<file path="config.mk">
export PLATFORM = sky130hd
export DESIGN_NAME = ex_mem_pipe_stage
export DESIGN_NICKNAME = d
export VERILOG_FILES = /design/src/rtl/ex_mem_pkg.sv /design/src/rtl/ex_mem_pipe_stage_slot.sv /design/src/rtl/ex_mem_pipe_stage.sv
export SDC_FILE = /design/constraint.sdc
export NUM_CORES = 1
export LEC_CHECK = 0
export CAP_MARGIN = 20
export CORE_ASPECT_RATIO = 1.75
export CORE_UTILIZATION = 30
export CTS_CLUSTER_DIAMETER = 40
export DETAILED_ROUTE_END_ITERATION = 7
export SLEW_MARGIN = 20
export SYNTH_ARGS = -nofsm -noshare
export SYNTH_HDL_FRONTEND = slang
export SYNTH_SLANG_ARGS = --single-unit
</file>
<file path="constraint.sdc">
create_clock -name clk -period 2.3 [get_ports clk]
set_input_delay 0.46 -clock clk [delete_from_list [all_inputs] [get_ports clk]]
set_output_delay 0.46 -clock clk [all_outputs]
set_load 0.1 [all_outputs]
</file>
<file path="src/rtl/ex_mem_pkg.sv">
// ex_mem_pkg
// Shared definitions for the EX->MEM pipeline register.
//   - Default widths of the stage (datapath, register address, mem-op, stall counter)
//   - Mem-op encodings (loads have bit 3 set, stores live at 4..6)
//   - ex_mem_pl_t : payload layout {rd, we, res, mop, sdata} at the default widths
//   - is_load()   : true for any load mem-op
package ex_mem_pkg;

    localparam int XLEN_DEF     = 32;
    localparam int RA_W_DEF     = 5;
    localparam int MOP_W_DEF    = 4;
    localparam int STALLC_W_DEF = 16;

    localparam logic [MOP_W_DEF-1:0] MOP_NONE = 4'h0;
    localparam logic [MOP_W_DEF-1:0] MOP_SB   = 4'h4;
    localparam logic [MOP_W_DEF-1:0] MOP_SH   = 4'h5;
    localparam logic [MOP_W_DEF-1:0] MOP_SW   = 4'h6;
    localparam logic [MOP_W_DEF-1:0] MOP_LB   = 4'h8;
    localparam logic [MOP_W_DEF-1:0] MOP_LH   = 4'h9;
    localparam logic [MOP_W_DEF-1:0] MOP_LW   = 4'hA;
    localparam logic [MOP_W_DEF-1:0] MOP_LBU  = 4'hB;
    localparam logic [MOP_W_DEF-1:0] MOP_LHU  = 4'hC;

    typedef struct packed {
        logic [RA_W_DEF-1:0]  rd;
        logic                 we;
        logic [XLEN_DEF-1:0]  res;
        logic [MOP_W_DEF-1:0] mop;
        logic [XLEN_DEF-1:0]  sdata;
    } ex_mem_pl_t;

    // All load encodings share bit 3; stores and MOP_NONE keep it clear.
    function automatic logic is_load(input logic [MOP_W_DEF-1:0] mop);
        return mop[3];
    endfunction

endpackage

</file>
<file path="src/rtl/ex_mem_pipe_stage_slot.sv">
// ex_mem_slot
// One payload register plus its valid bit.
//   clk, rst : clock and synchronous active-high reset (clears valid and payload)
//   flush    : drop the held entry (payload left as is, it is don't-care)
//   load     : capture d and mark valid (wins over clear)
//   clear    : mark invalid (entry consumed downstream)
//   d        : incoming payload, W bits
//   valid, q : registered valid bit and payload
module ex_mem_slot #(
    parameter int W = 8
) (
    input  logic         clk,
    input  logic         rst,
    input  logic         flush,
    input  logic         load,
    input  logic         clear,
    input  logic [W-1:0] d,
    output logic         valid,
    output logic [W-1:0] q
);

    // Priority: reset, then flush, then a new load, then consumption.
    always_ff @(posedge clk) begin
        if (rst) begin
            valid <= 1'b0;
            q     <= '0;
        end else if (flush) begin
            valid <= 1'b0;
        end else if (load) begin
            valid <= 1'b1;
            q     <= d;
        end else if (clear) begin
            valid <= 1'b0;
        end
    end

endmodule

</file>
<file path="src/rtl/ex_mem_pipe_stage.sv">
// ex_mem_pipe_stage
// EX->MEM pipeline register with valid/ready on both sides.
//   ex_*  : instruction from the ALU stage (valid/ready, rd, we, result, mem-op, store data)
//   mm_*  : registered instruction towards the memory stage (valid/ready + payload)
//   fwd_en_o    : held result may be bypassed (valid, writes a register, not a load)
//   load_use_o  : held instruction is a load; decode must stall dependants
//   stall_cnt_o : saturating count of cycles the memory stage refused a valid instruction
//   flush_i     : branch redirect, kills held and incoming instructions
// Build option: define EX_MEM_SKID_EN to add a second (skid) slot so that
// ex_ready_o becomes a plain register output with no path from mm_ready_i.
module ex_mem_pipe_stage
    import ex_mem_pkg::*;
#(
    parameter int XLEN     = XLEN_DEF,
    parameter int RA_W     = RA_W_DEF,
    parameter int MOP_W    = MOP_W_DEF,
    parameter int STALLC_W = STALLC_W_DEF
) (
    input  logic                clk,
    input  logic                rst,
    input  logic                flush_i,
    input  logic                ex_valid_i,
    output logic                ex_ready_o,
    input  logic [RA_W-1:0]     ex_rd_i,
    input  logic                ex_we_i,
    input  logic [XLEN-1:0]     ex_res_i,
    input  logic [MOP_W-1:0]    ex_mop_i,
    input  logic [XLEN-1:0]     ex_sdata_i,
    output logic                mm_valid_o,
    input  logic                mm_ready_i,
    output logic [RA_W-1:0]     mm_rd_o,
    output logic                mm_we_o,
    output logic [XLEN-1:0]     mm_res_o,
    output logic [MOP_W-1:0]    mm_mop_o,
    output logic [XLEN-1:0]     mm_sdata_o,
    output logic                fwd_en_o,
    output logic                load_use_o,
    output logic [STALLC_W-1:0] stall_cnt_o
);

    // Same layout as ex_mem_pl_t, but sized from this instance's parameters.
    typedef struct packed {
        logic [RA_W-1:0]  rd;
        logic             we;
        logic [XLEN-1:0]  res;
        logic [MOP_W-1:0] mop;
        logic [XLEN-1:0]  sdata;
    } pl_t;

    pl_t  in_pl;
    pl_t  main_pl;
    logic main_valid;
    logic accept;
    logic emit;

    // Writes to x0 are killed here so nothing downstream has to check rd.
    assign in_pl.rd    = ex_rd_i;
    assign in_pl.we    = ex_we_i & (ex_rd_i != '0);
    assign in_pl.res   = ex_res_i;
    assign in_pl.mop   = ex_mop_i;
    assign in_pl.sdata = ex_sdata_i;

    assign accept = ex_valid_i & ex_ready_o;
    assign emit   = main_valid & mm_ready_i;

`ifdef EX_MEM_SKID_EN
    pl_t  skid_pl;
    pl_t  main_d;
    logic skid_valid;
    logic main_load;
    logic skid_load;
    logic skid_clear;

    // Ready only depends on skid occupancy, breaking the mm_ready_i -> ex_ready_o path.
    assign ex_ready_o = !skid_valid;

    // Main refills whenever it is free or draining; the skid entry is older, so it goes first.
    assign main_load  = (!main_valid | mm_ready_i) & (skid_valid | accept);
    assign main_d     = skid_valid ? skid_pl : in_pl;

    // An accept that main cannot take this cycle parks in the skid slot.
    assign skid_load  = accept & main_valid & !mm_ready_i;
    assign skid_clear = skid_valid & main_load;

    ex_mem_slot #(.W($bits(pl_t))) u_main_slot (
        .clk   (clk),
        .rst   (rst),
        .flush (flush_i),
        .load  (main_load),
        .clear (emit),
        .d     (main_d),
        .valid (main_valid),
        .q     (main_pl)
    );

    ex_mem_slot #(.W($bits(pl_t))) u_skid_slot (
        .clk   (clk),
        .rst   (rst),
        .flush (flush_i),
        .load  (skid_load),
        .clear (skid_clear),
        .d     (in_pl),
        .valid (skid_valid),
        .q     (skid_pl)
    );
`else
    // Accepting while draining lets a new instruction replace the old one without a bubble.
    assign ex_ready_o = !main_valid | mm_ready_i;

    ex_mem_slot #(.W($bits(pl_t))) u_main_slot (
        .clk   (clk),
        .rst   (rst),
        .flush (flush_i),
        .load  (accept),
        .clear (emit),
        .d     (in_pl),
        .valid (main_valid),
        .q     (main_pl)
    );
`endif

    assign mm_valid_o = main_valid;
    assign mm_rd_o    = main_pl.rd;
    assign mm_we_o    = main_pl.we;
    assign mm_res_o   = main_pl.res;
    assign mm_mop_o   = main_pl.mop;
    assign mm_sdata_o = main_pl.sdata;

    // A load's result is an address, not the loaded data, so it must never be forwarded.
    assign fwd_en_o   = main_valid & main_pl.we & !is_load(main_pl.mop);
    assign load_use_o = main_valid & is_load(main_pl.mop);

    // Counts only real back-pressure; bubbles do not count. Saturates at all-ones.
    always_ff @(posedge clk) begin
        if (rst) begin
            stall_cnt_o <= '0;
        end else if (main_valid && !mm_ready_i && !(&stall_cnt_o)) begin
            stall_cnt_o <= stall_cnt_o + 1'b1;
        end
    end

endmodule
</file>
==> key figures <==
Run status
  • Outcome: complete, no violations

Power
  • Combinational share of power: 21.4%
  • Switch share: 30.6%
  • Clock network power share: 37.0%
  • Reg power frac: 41.6%
  • Pleak: 2.14 nW
  • VDD IR max: 363 uV
  • Pwr per Cell Area: 745 nW/um^2
  • Net switching power: 0.00123 W
  • Internal power: 0.00278 W

Logic synthesis
  • Yosys warns: 0
  • Synth cell types: 41
  • Top cells by area, synth: dfxtp_1 53%, nand2_1 17%, a21oi_1 12%
  • Count of flip-flops with a built-in enable after synthesis: 0
  • Yosys reg bits: 91
  • Share of the synthesized area in the top cell type: 53.1%
  • Cell count after synthesis: 427
  • Synth Net Count: 507
  • Mapped Area: 3430 sq um
  • Post-synth ARST share: 0%
  • Register area share after synthesis: 53.1%
  • Main synth FF type: dfxtp_1
  • Most numerous cell in the Yosys netlist: nand2_1
  • Yosys top cell by area: dfxtp_1
  • Synth cell count leaders: 158 x nand2_1, 91 x dfxtp_1, 84 x a21oi_1
  • Mean Syn Cell Area: 8.03 sq um

Drt
  • DR vias: 3507
  • Routed vias/inst: 4.83
  • Drc violations: 0
  • WL per Instance: 14.5 um
  • Pre-antenna DRT Iters: 4
  • DRT Wirelength: 10.5 mm
  • DRT iter0 DRCs: 161
  • Antenna-violating nets left: 0

Clock network
  • Post_cts resized: 0
  • CTS tree: yes
  • Clock Tree Root: clkbuf_16
  • Clk Latency, worst-skew pair: 0.33 ns
  • # H-tree levels: 3
  • Post-CTS Setup Inserts: 0
  • CTS Buf Count: 9
  • Clk pin slew, worst setup/hold paths: 0.06 ns
  • CTS Hold Buffers Added: 0
  • CTS max path bufs: 2
  • CTS sink cnt: 91

Timing
  • Hold Vio Cnt, Final: 0
  • Final Cycle Share: 89.6%
  • Fin crit period: 2.06 ns
  • Actual slew at the worst max-slew pin: 0.391 ns
  • Final setup fails: 0
  • Max Slew Vio Count: 0
  • Max-slew headroom: 73.8%
  • RSZ-0062 raised after global routing: false
  • Fin Clk Skew: 0.00415 ns
  • Peak Freq: 485 MHz

GRT
  • Vias in the first global route: 3165
  • Initial antenna violation count: 0
  • Global-route wire length before repair: 16.2 mm
  • GRT Total Usage: 17.1%
  • Largest net degree at the start of global routing: 79
  • Gr ovfl total: 0

Worst setup path
  • FF-to-FF Start: stall_cnt_o[2]
  • Critical path startpoint category: primary input
  • CP endpoint kind: output port
  • Crit path required time: 1.84 ns
  • Setup CP Type: primary input to output port
  • Critical Path Fanout Max: 6
  • Critical path origin: mm_ready_i
  • WP data arrival: 1.60 ns

Floorplanning
  • Die Wd: 82.8 um
  • Die area: 11900 sq um
  • I/O pin cnt: 173
  • FP Rows: 51
  • Initial Util: 30.9%
  • Die Ht: 143 um
  • Core Area: 11100 sq um

Finish
  • Fin nets: 670
  • Final core occ: 48.5%
  • Ant. Diodes: 0
  • Final Instance Count excl. Fillers: 726
  • Area Growth Syn to Fin: 57.0%
  • Share of layout cells above drive strength 1: 21.7%

Placement
  • IO Port Bufs: 172
  • Detailed placement HPWL: 7.49 mm
  • Gpl congestion: 0.771
  • Cell count after placement: 711

Hold path
  • Hold Path Class: flip-flop to flip-flop
  • Hold_sp: u_main_slot.q[55]

Run
  • Max Cap Viol: 0
-- area by class of cell --
class | count | area (sq um)
multi-input cells | 304 | 1480
repair buffers | 180 | 1590
flip-flops and latches | 91 | 1830
clock buffers | 12 | 256
well taps | 132 | 165
inverters | 4 | 18.8
clock inverters | 3 | 46.3
fillers | 1111 | 5720
-- critical path, stage by stage --
cell             delay (ns)
clkdlybuf4s50_1        0.44
nor2b_2                0.26
clkinvlp_4             0.23
buf_12                 0.21
-- per-layer routing --
| layer | part of all wire (%) | GRT usage (%) | routed length [um] |
|---|---|---|---|
| met1 | 39 | 18.6 | 4070 |
| met2 | 52 | 31.1 | 5500 |
| met3 | 5.2 | 3.50 | 546 |
| met4 | 3.6 | 8.44 | 379 |
| met5 | 0 | 0 | 0 |
-- state kept, by name, summed over array words and instances (netlist names) --
register and flops:
u_main_slot.q 74, stall_cnt_o 16, u_main_slot.valid 1
-- metrics by stage --
| stage | hold slack [ns] | setup slack (ns) | power, W | instance area [sq um] | setup TNS [ns] |
|---|---|---|---|---|---|
| detailed placement | 0.448 | 0.0357 | 0.00257 | 5080 | 0 |
| finish | 0.453 | 0.238 | 0.00401 | 5380 | 0 |
| global route | 0.475 | 0.177 | 0.00417 | 5380 | 0 |
| global placement | 0.442 | 0.0894 | 0.00256 | 5080 | 0 |
| CTS | 0.456 | 0.248 | 0.00406 | 5380 | 0 |
| floorplan | 0.529 | -0.0708 | 0.00228 | 3440 | -0.0708 |
-- power groups by stage --
stage | clock network (W) | registers [W] | logic (W)
finish | 0.00148 | 0.00167 | 0.000859
CTS | 0.00153 | 0.00167 | 0.000865
global route | 0.00160 | 0.00168 | 0.000896
global placement | 0 | 0.00170 | 0.000859
floorplan | 0 | 0.00214 | 0.000139
detailed placement | 0 | 0.00170 | 0.000863
-- kinds of logic after synthesis --
kind of cell | after synthesis | synth area share [%]
adders and majority gates | 1 | 0.365
AOI/OAI and AO/OA | 104 | 16.4
and+or+nand+nor | 197 | 25.4
buffers and inverters | 32 | 4.12
muxes | 2 | 0.620
DFF | 91 | 53.1
-- layout by cell type (no fill, tap or decap), types with 3 or more instances in the layout --
cell type	synthesis	final
o21ai_0	3	3
nor3_1	4	4
o21ai_1	3	3
buf_12	0	4
a21oi_1	84	84
clkdlybuf4s50_1	0	77
clkbuf_16	0	9
or4_1	5	5
buf_4	1	98
or3_1	5	5
inv_1	4	3
nand3_1	4	4
dfxtp_1	91	88
nand2_1	158	158
o31ai_1	4	4
nor2_1	4	3
-- final timing paths --
check	endpoint	slack [ns]	cells past startpoint
setup / recovery	ex_ready_o	0.24	4
hold / removal	u_main_slot.q[55]	0.45	2
setup reg to reg	stall_cnt_o[15]	0.52	4
hold reg to reg	u_main_slot.q[55]	0.45	2
Note: power is estimated with default switching activity, not from simulation.
